`src/rtl/opendap_ap_defs_pkg.sv`:
```
// Shared AP definitions: register offsets, CSW field layout and APB sequencer state encoding.
// Kept separate so future APs can import the same map.
package opendap_ap_defs_pkg;

  localparam logic [7:0] OffCsw = 8'h00;
  localparam logic [7:0] OffTar = 8'h04;
  localparam logic [7:0] OffDrw = 8'h0C;
  localparam logic [7:0] OffBd0 = 8'h10;
  localparam logic [7:0] OffBd3 = 8'h1C;
  localparam logic [7:0] OffIdr = 8'hFC;

  localparam int unsigned CswSizeLsb     = 0;
  localparam int unsigned CswAddrIncLsb  = 4;
  localparam int unsigned CswDeviceEnBit = 6;
  localparam int unsigned CswTrInProgBit = 7;

  localparam logic [2:0] CswSizeWord   = 3'b010;
  localparam logic [1:0] AddrIncOff    = 2'b00;
  localparam logic [1:0] AddrIncSingle = 2'b01;

  typedef enum logic [1:0] {
    StIdle   = 2'd0,
    StSetup  = 2'd1,
    StAccess = 2'd2
  } xfer_state_e;

  function automatic logic is_bd_offset(input logic [7:0] off);
    return (off >= OffBd0) && (off <= OffBd3);
  endfunction

  // Word increment that wraps inside the current 1KB block.
  function automatic logic [31:0] tar_inc(input logic [31:0] tar);
    return {tar[31:10], tar[9:2] + 8'd1, 2'b00};
  endfunction

endpackage

```
`src/rtl/opendap_apb_ap_xfer.sv`:
```
// APB master sequencer: IDLE -> SETUP -> ACCESS, with address/data latches and abort.
// Reports a single-cycle completion strobe on the edge where pready is seen in ACCESS.
module opendap_apb_ap_xfer
  import opendap_ap_defs_pkg::*;
(
  input  logic        swclk,
  input  logic        rst_n,
  input  logic        i_start,
  input  logic        i_abort,
  input  logic [31:0] i_addr,
  input  logic        i_write,
  input  logic [31:0] i_wdata,
  input  logic        i_pready,
  output logic [31:0] o_paddr,
  output logic        o_psel,
  output logic        o_penable,
  output logic        o_pwrite,
  output logic [31:0] o_pwdata,
  output logic        o_idle,
  output logic        o_done
);

  xfer_state_e r_state;
  xfer_state_e w_state_next;
  logic [31:0] r_paddr;
  logic [31:0] r_pwdata;
  logic        r_pwrite;

  always_ff @(posedge swclk or negedge rst_n) begin
    if (!rst_n) begin
      r_state <= StIdle;
    end else begin
      r_state <= w_state_next;
    end
  end

  always_ff @(posedge swclk or negedge rst_n) begin
    if (!rst_n) begin
      r_paddr  <= '0;
      r_pwdata <= '0;
      r_pwrite <= 1'b0;
    end else if (i_start && (r_state == StIdle)) begin
      r_paddr  <= i_addr;
      r_pwdata <= i_wdata;
      r_pwrite <= i_write;
    end
  end

  // Abort wins over a coincident pready, so an aborted transfer never completes.
  always_comb begin
    w_state_next = r_state;
    o_done       = 1'b0;
    unique case (r_state)
      StIdle: begin
        if (i_start) w_state_next = StSetup;
      end
      StSetup: begin
        w_state_next = i_abort ? StIdle : StAccess;
      end
      StAccess: begin
        if (i_abort) begin
          w_state_next = StIdle;
        end else if (i_pready) begin
          w_state_next = StIdle;
          o_done       = 1'b1;
        end
      end
      default: w_state_next = StIdle;
    endcase
  end

  assign o_psel    = (r_state != StIdle);
  assign o_penable = (r_state == StAccess);
  assign o_idle    = (r_state == StIdle);
  assign o_paddr   = r_paddr;
  assign o_pwdata  = r_pwdata;
  assign o_pwrite  = r_pwrite;

endmodule

```
`src/rtl/opendap_apb_mem_ap.sv`:
```
// APB memory access port: CSW/TAR/IDR register file and decode, with DRW/BD
// accesses forwarded to the APB sequencer.
module opendap_apb_mem_ap
  import opendap_ap_defs_pkg::*;
#(
  parameter logic [7:0]  APSEL = 8'h00,
  parameter logic [31:0] IDR   = 32'h0477_0002
) (
  input  logic        swclk,
  input  logic        rst_n,
  input  logic [7:0]  ap_sel,
  input  logic [5:0]  ap_addr,
  input  logic [31:0] ap_wdata,
  input  logic        ap_wen,
  input  logic        ap_ren,
  input  logic        ap_abort,
  output logic [31:0] ap_rdata,
  output logic        ap_rdy,
  output logic        ap_err,
  output logic [31:0] paddr,
  output logic        psel,
  output logic        penable,
  output logic        pwrite,
  output logic [31:0] pwdata,
  input  logic [31:0] prdata,
  input  logic        pready,
  input  logic        pslverr
);

  logic [1:0]  r_addr_inc;
  logic [31:0] r_tar;
  logic [31:0] r_rdata;
  logic        r_err;
  logic        r_drw;
  logic        r_read;

  logic [7:0]  w_off;
  logic        w_strobe_ok;
  logic        w_accept;
  logic        w_unsel_rd;
  logic        w_is_drw;
  logic        w_is_bd;
  logic        w_is_mem;
  logic        w_reg_wr;
  logic        w_reg_rd;
  logic [31:0] w_mem_addr;
  logic [31:0] w_csw;
  logic [31:0] w_reg_rdata;
  logic        w_idle;
  logic        w_done;
  logic        w_tar_inc;

  assign w_off       = {ap_addr, 2'b00};
  assign w_strobe_ok = !ap_abort && ap_rdy;
  assign w_accept    = (ap_wen || ap_ren) && w_strobe_ok && (ap_sel == APSEL);
  assign w_unsel_rd  = ap_ren && w_strobe_ok && (ap_sel != APSEL);

  assign w_is_drw   = (w_off == OffDrw);
  assign w_is_bd    = is_bd_offset(w_off);
  assign w_is_mem   = w_is_drw || w_is_bd;
  assign w_reg_wr   = w_accept && !w_is_mem && ap_wen;
  assign w_reg_rd   = w_accept && !w_is_mem && !ap_wen;
  assign w_mem_addr = w_is_bd ? {r_tar[31:4], ap_addr[1:0], 2'b00} : r_tar;

  always_comb begin
    w_csw = '0;
    w_csw[CswSizeLsb +: 3]    = CswSizeWord;
    w_csw[CswAddrIncLsb +: 2] = r_addr_inc;
    w_csw[CswDeviceEnBit]     = 1'b1;
    w_csw[CswTrInProgBit]     = !w_idle;
  end

  always_comb begin
    w_reg_rdata = '0;
    case (w_off)
      OffCsw:  w_reg_rdata = w_csw;
      OffTar:  w_reg_rdata = r_tar;
      OffIdr:  w_reg_rdata = IDR;
      default: w_reg_rdata = '0;
    endcase
  end

  // Reserved AddrInc encodings behave as "off".
  assign w_tar_inc = w_done && !pslverr && r_drw && (r_addr_inc == AddrIncSingle);

  always_ff @(posedge swclk or negedge rst_n) begin
    if (!rst_n) begin
      r_addr_inc <= AddrIncOff;
      r_tar      <= '0;
      r_rdata    <= '0;
      r_err      <= 1'b0;
      r_drw      <= 1'b0;
      r_read     <= 1'b0;
    end else begin
      r_err <= w_done && pslverr;
      if (w_accept && w_is_mem) begin
        r_drw  <= w_is_drw;
        r_read <= !ap_wen;
      end
      if (w_reg_wr && (w_off == OffCsw)) begin
        r_addr_inc <= ap_wdata[CswAddrIncLsb +: 2];
      end
      if (w_reg_wr && (w_off == OffTar)) begin
        r_tar <= {ap_wdata[31:2], 2'b00};
      end else if (w_tar_inc) begin
        r_tar <= tar_inc(r_tar);
      end
      if (w_done && r_read) begin
        r_rdata <= prdata;
      end else if (w_reg_rd) begin
        r_rdata <= w_reg_rdata;
      end else if (w_unsel_rd) begin
        r_rdata <= '0;
      end
    end
  end

  opendap_apb_ap_xfer u_xfer (
    .swclk     (swclk),
    .rst_n     (rst_n),
    .i_start   (w_accept && w_is_mem),
    .i_abort   (ap_abort),
    .i_addr    (w_mem_addr),
    .i_write   (ap_wen),
    .i_wdata   (ap_wdata),
    .i_pready  (pready),
    .o_paddr   (paddr),
    .o_psel    (psel),
    .o_penable (penable),
    .o_pwrite  (pwrite),
    .o_pwdata  (pwdata),
    .o_idle    (w_idle),
    .o_done    (w_done)
  );

  assign ap_rdy   = w_idle;
  assign ap_err   = r_err;
  assign ap_rdata = r_rdata;

endmodule

```
`config.mk`:
```
export PLATFORM = sky130hd
export DESIGN_NAME = opendap_apb_mem_ap
export DESIGN_NICKNAME = d
export VERILOG_FILES = /design/src/rtl/opendap_ap_defs_pkg.sv /design/src/rtl/opendap_apb_ap_xfer.sv /design/src/rtl/opendap_apb_mem_ap.sv
export SDC_FILE = /design/constraint.sdc
export NUM_CORES = 1
export LEC_CHECK = 0
export ABC_AREA = 1
export BUFFER_PORTS_ARGS = -buffer_cell sky130_fd_sc_hd__clkbuf_2
export CAP_MARGIN = 15
export CORE_AREA = 2 2 117 119
export DETAILED_ROUTE_END_ITERATION = 10
export DIE_AREA = 0 0 119 121
export GPL_TIMING_DRIVEN = 0
export PLACE_DENSITY = 0.74
export SETUP_SLACK_MARGIN = 0.3
export SKIP_LAST_GASP = 1
export SYNTH_ARGS = -nofsm -noshare
export SYNTH_HDL_FRONTEND = slang
export SYNTH_SLANG_ARGS = --single-unit
```
`constraint.sdc`:
```
create_clock -name swclk -period 1.7 [get_ports swclk]
set_input_delay 0.255 -clock swclk [delete_from_list [all_inputs] [get_ports swclk]]
set_output_delay 0.255 -clock swclk [all_outputs]
set_load 0.02 [all_outputs]
```
==> summary.txt <==
Status
  • Outcome: finished clean

Detailed routing
  • Number of design-rule violations left by the first detailed-router iteration: 543
  • Number of nets with antenna violations after detailed routing: 0
  • Total detailed-routing wirelength: 18000 µm
  • DR vias: 5546
  • TritonRoute pass-1 iters: 6
  • Routed wire per std cell: 16.6 µm
  • DRC: 0
  • Post-detailed-route via-to-cell ratio: 5.12

Final layout
  • # nets final: 981
  • Signed area change from the synthesized netlist to the final layout: 46.2%
  • Fraction of final layout cells sized beyond drive strength 1: 39.9%
  • Area of all placed cells without fillers: 8500 µm²
  • Antenna diode count: 0

Floorplanning
  • Die outline width: 119 µm
  • Die boundary height: 121 µm
  • Number of I/O pins: 186
  • Initial standard-cell utilization of the core: 44.4%
  • Core Region: 13100 µm²
  • Die area: 14400 µm²
  • Standard-cell rows: 42

Global route
  • Pin count of the biggest net entering global routing: 115
  • Antenna violations before repair: 0
  • Vias in the first global route: 5377
  • Remaining global-route overflow: 0
  • All-layer global routing usage: 25.0%
  • Wire length of the first global-routing pass: 27800 µm

STA
  • Max-Slew Margin vs Limit: 62.0%
  • Number of max-slew violations in the final report: 0
  • RSZ-0062 raised after global routing: yes
  • Total setup violations reported at the end of the flow: 0
  • Max Clock Skew: 0.00661 ns
  • FMAX: 604 MHz
  • Clock period minus final worst setup slack: 1.66 ns
  • Worst-margin pin slew: 0.571 ns
  • Number of hold violations in the final report: 0
  • Final cycle utilization of the critical path: 97.4%
  • Setup TNS: 0 ns
  • Hold Slack: 0.0352 ns

Synth
  • Share of flip-flops with an asynchronous set or reset: 100%
  • Warning count from the yosys run: 0
  • Netlist cell types: 31
  • Ranking of synthesized cells by area: sky130_fd_sc_hd__dfrtp_1 (57%), sky130_fd_sc_hd__nand2_1 (15%), sky130_fd_sc_hd__nand3_1 (9.0%)
  • Synth Instances: 664
  • Count of flip-flops with a built-in enable after synthesis: 0
  • Mapped Area: 5810 µm²
  • Part of the Yosys area used for sequential elements: 56.8%
  • Top cell type by total area after synthesis: sky130_fd_sc_hd__dfrtp_1
  • Ys flop type: sky130_fd_sc_hd__dfrtp_1
  • Count leader, synth: sky130_fd_sc_hd__nand2_1
  • Seq cells post-synth: 132
  • Yosys top cell area share: 56.8%
  • Most numerous cell types in the synthesized netlist: sky130_fd_sc_hd__nand2_1 (233), sky130_fd_sc_hd__dfrtp_1 (132), sky130_fd_sc_hd__nand3_1 (105)
  • Syn avg cell area: 8.75 µm²

Hold path
  • Cell count of the worst hold path: 3
  • Endpoint, Worst Hold: u_xfer.o_pwdata[1]$_DFFE_PN0P_
  • Hold path start: ap_wdata[1]
  • Worst Hold Class: input port to flip-flop

Setup path
  • Maximum net fanout on the critical path: 5
  • Data arrival at the endpoint of the critical path: 1.95 ns
  • Type of element launching the critical path: flip-flop
  • Timing startpoint of the critical path: u_xfer.r_state[1]$_DFFE_PN0P_
  • Type of the worst setup path: flip-flop to flip-flop
  • Startpoint of the worst-slack reg-to-reg timing path: u_xfer.r_state[1]$_DFFE_PN0P_
  • R2r endpoint: r_tar[21]$_DFFE_PN0P_
  • Stage delay of the slowest cell on the critical path: 0.42 ns
  • Endpoint required time on the critical path: 2.00 ns
  • Internal reg-to-reg setup slack: 0.04 ns
  • CP max-delay cell: sky130_fd_sc_hd__dfrtp_1
  • List of cells traversed by the critical path: nor2_4, nand2_4, nor2_8, nand2_4, nor2_8, nand3_4, buf_8, o21a_1
  • Kind of capture point of the worst setup path: flip-flop
  • Path depth of the worst reg2reg path: 8

Placement
  • Routability cong.: 0.874
  • Port-buffer cells: 183
  • Cell area after placement: 7280 µm²
  • HPWL reported at the end of detailed placement: 12400 µm

Clocking
  • Worst-Skew Late Latency: 0.41 ns
  • H-tree Lvls: 4
  • Clock Path Buffers: 2
  • Root Driver: sky130_fd_sc_hd__clkbuf_16
  • Clock Sinks: 132
  • Clock tree from TritonCTS: built
  • Clock-pin slew on the worst setup and hold paths: 0.06 ns
  • Number of buffers created by CTS: 17

Run
  • Max cap viols: 0

Power
  • Power density relative to cell area: 860 nW/µm²
  • Worst ir drop on vdd: 0.000606 V
  • Reported leakage power: 4.58 nW
state kept, by name, indices dropped and copies added, names as in the netlist:
register	count
ap_err	1
r_addr_inc	2
u_xfer.o_pwrite	1
u_xfer.r_state	2
r_tar	30
ap_rdata	32
r_read	1
r_drw	1
u_xfer.o_paddr	30
u_xfer.o_pwdata	32
power breakdown:
part	internal, mW	switching (mW)	total (mW)
sequential	3.15	0.00349	3.15
clock	2.49	1.35	3.84
combinational	0.118	0.197	0.315
worst max path at each step:
stage          cells after the start  slack [ns]                         endpoint
2_1_floorplan                      8        0.06            r_tar[16]$_DFFE_PN0P_
4_1_cts                            8        0.06            r_tar[21]$_DFFE_PN0P_
6_report                           8        0.04            r_tar[21]$_DFFE_PN0P_
3_3_place_gp                       1       -1.75  u_xfer.o_pwdata[16]$_DFFE_PN0P_
5_1_grt                            8       -0.03            r_tar[21]$_DFFE_PN0P_
3_5_place_dp                       7       -0.17         ap_rdata[18]$_DFFE_PN0P_
per-layer routing:
metal  global-route usage, %  wire length [µm]  vias to the layer above
met5                       0                 0                        -
met4                    10.8               636                        0
met3                    5.12              1130                       48
met2                    41.3              8780                      255
met1                    32.0              7420                     2627
li1                        -                 -                     2616
area by class of cell:
cell class                 count  area [µm²]
tap                          176         220
buffer                        36         447
sequential                   132        3300
timing repair buffer         209        1260
clock inverter                12         180
fill                        1090        4590
inverter                      44         175
clock buffer                  19         443
multi-input combinational    455        2470
stage by stage:
step,power (mW),utilization [%],setup WS (ns),std cells
after CTS,7.35,63.5,0.0646,1075
after detailed placement,3.50,55.6,-0.172,1025
after floorplan,3.29,-,0.0643,665
after global placement,3.49,55.3,-1.75,1024
after global routing,7.55,64.9,-0.0281,1083
final,7.31,64.9,0.0443,1083
what timing repair did:
action / CTS / global route
pin swaps: 2 / 2
buffers inserted: 13 / 4
endpoints found under the hold margin: 18 / 0
endpoints found under the setup margin: 133 / 133
hold buffers: 1 / 0
resized for setup: 70 / 29
gates cloned: 5 / 4
cells by family after synthesis:
logic type	share of synthesized area [%]
buffers and inverters	6.67
xor gates and xnor gates	0.603
and+or+nand+nor	29.5
DFF	56.8
AOI/OAI and AO/OA	6.11
other	0.0645
adders and majority gates	0.215
critical path, delay by kind of cell, from the launching register on:
| kind | cells | cell delay [ns] |
|---|---|---|
| AND/OR/NAND/NOR | 6 | 0.77 |
| AO/OA/AOI/OAI | 1 | 0.17 |
| flip-flops | 1 | 0.42 |
| buffers and inverters | 1 | 0.19 |
cell usage in the layout (no fill, tap or decap), types with 3 or more instances in the layout:
master / Yosys / routed
sky130_fd_sc_hd__buf_2: 13 / 3
sky130_fd_sc_hd__buf_4: 7 / 17
sky130_fd_sc_hd__buf_6: 6 / 17
sky130_fd_sc_hd__buf_8: 0 / 13
sky130_fd_sc_hd__bufinv_16: 0 / 4
sky130_fd_sc_hd__clkbuf_16: 0 / 21
sky130_fd_sc_hd__clkbuf_2: 0 / 179
sky130_fd_sc_hd__clkbuf_8: 0 / 8
sky130_fd_sc_hd__clkinvlp_4: 0 / 5
sky130_fd_sc_hd__dfrtp_1: 132 / 132
sky130_fd_sc_hd__inv_1: 42 / 40
sky130_fd_sc_hd__nand2_1: 233 / 230
sky130_fd_sc_hd__nand2_2: 1 / 4
sky130_fd_sc_hd__nand2_4: 3 / 3
sky130_fd_sc_hd__nand3_1: 105 / 56
sky130_fd_sc_hd__nand3_2: 0 / 51
sky130_fd_sc_hd__nand3b_1: 3 / 3
sky130_fd_sc_hd__nand4_1: 8 / 8
sky130_fd_sc_hd__nor2_1: 16 / 12
sky130_fd_sc_hd__nor2_4: 2 / 5
sky130_fd_sc_hd__o21a_1: 9 / 9
sky130_fd_sc_hd__o21ai_0: 26 / 20
sky130_fd_sc_hd__o21ai_1: 29 / 23
sky130_fd_sc_hd__o21ai_2: 0 / 12
Note: power is estimated with default switching activity, not from simulation.
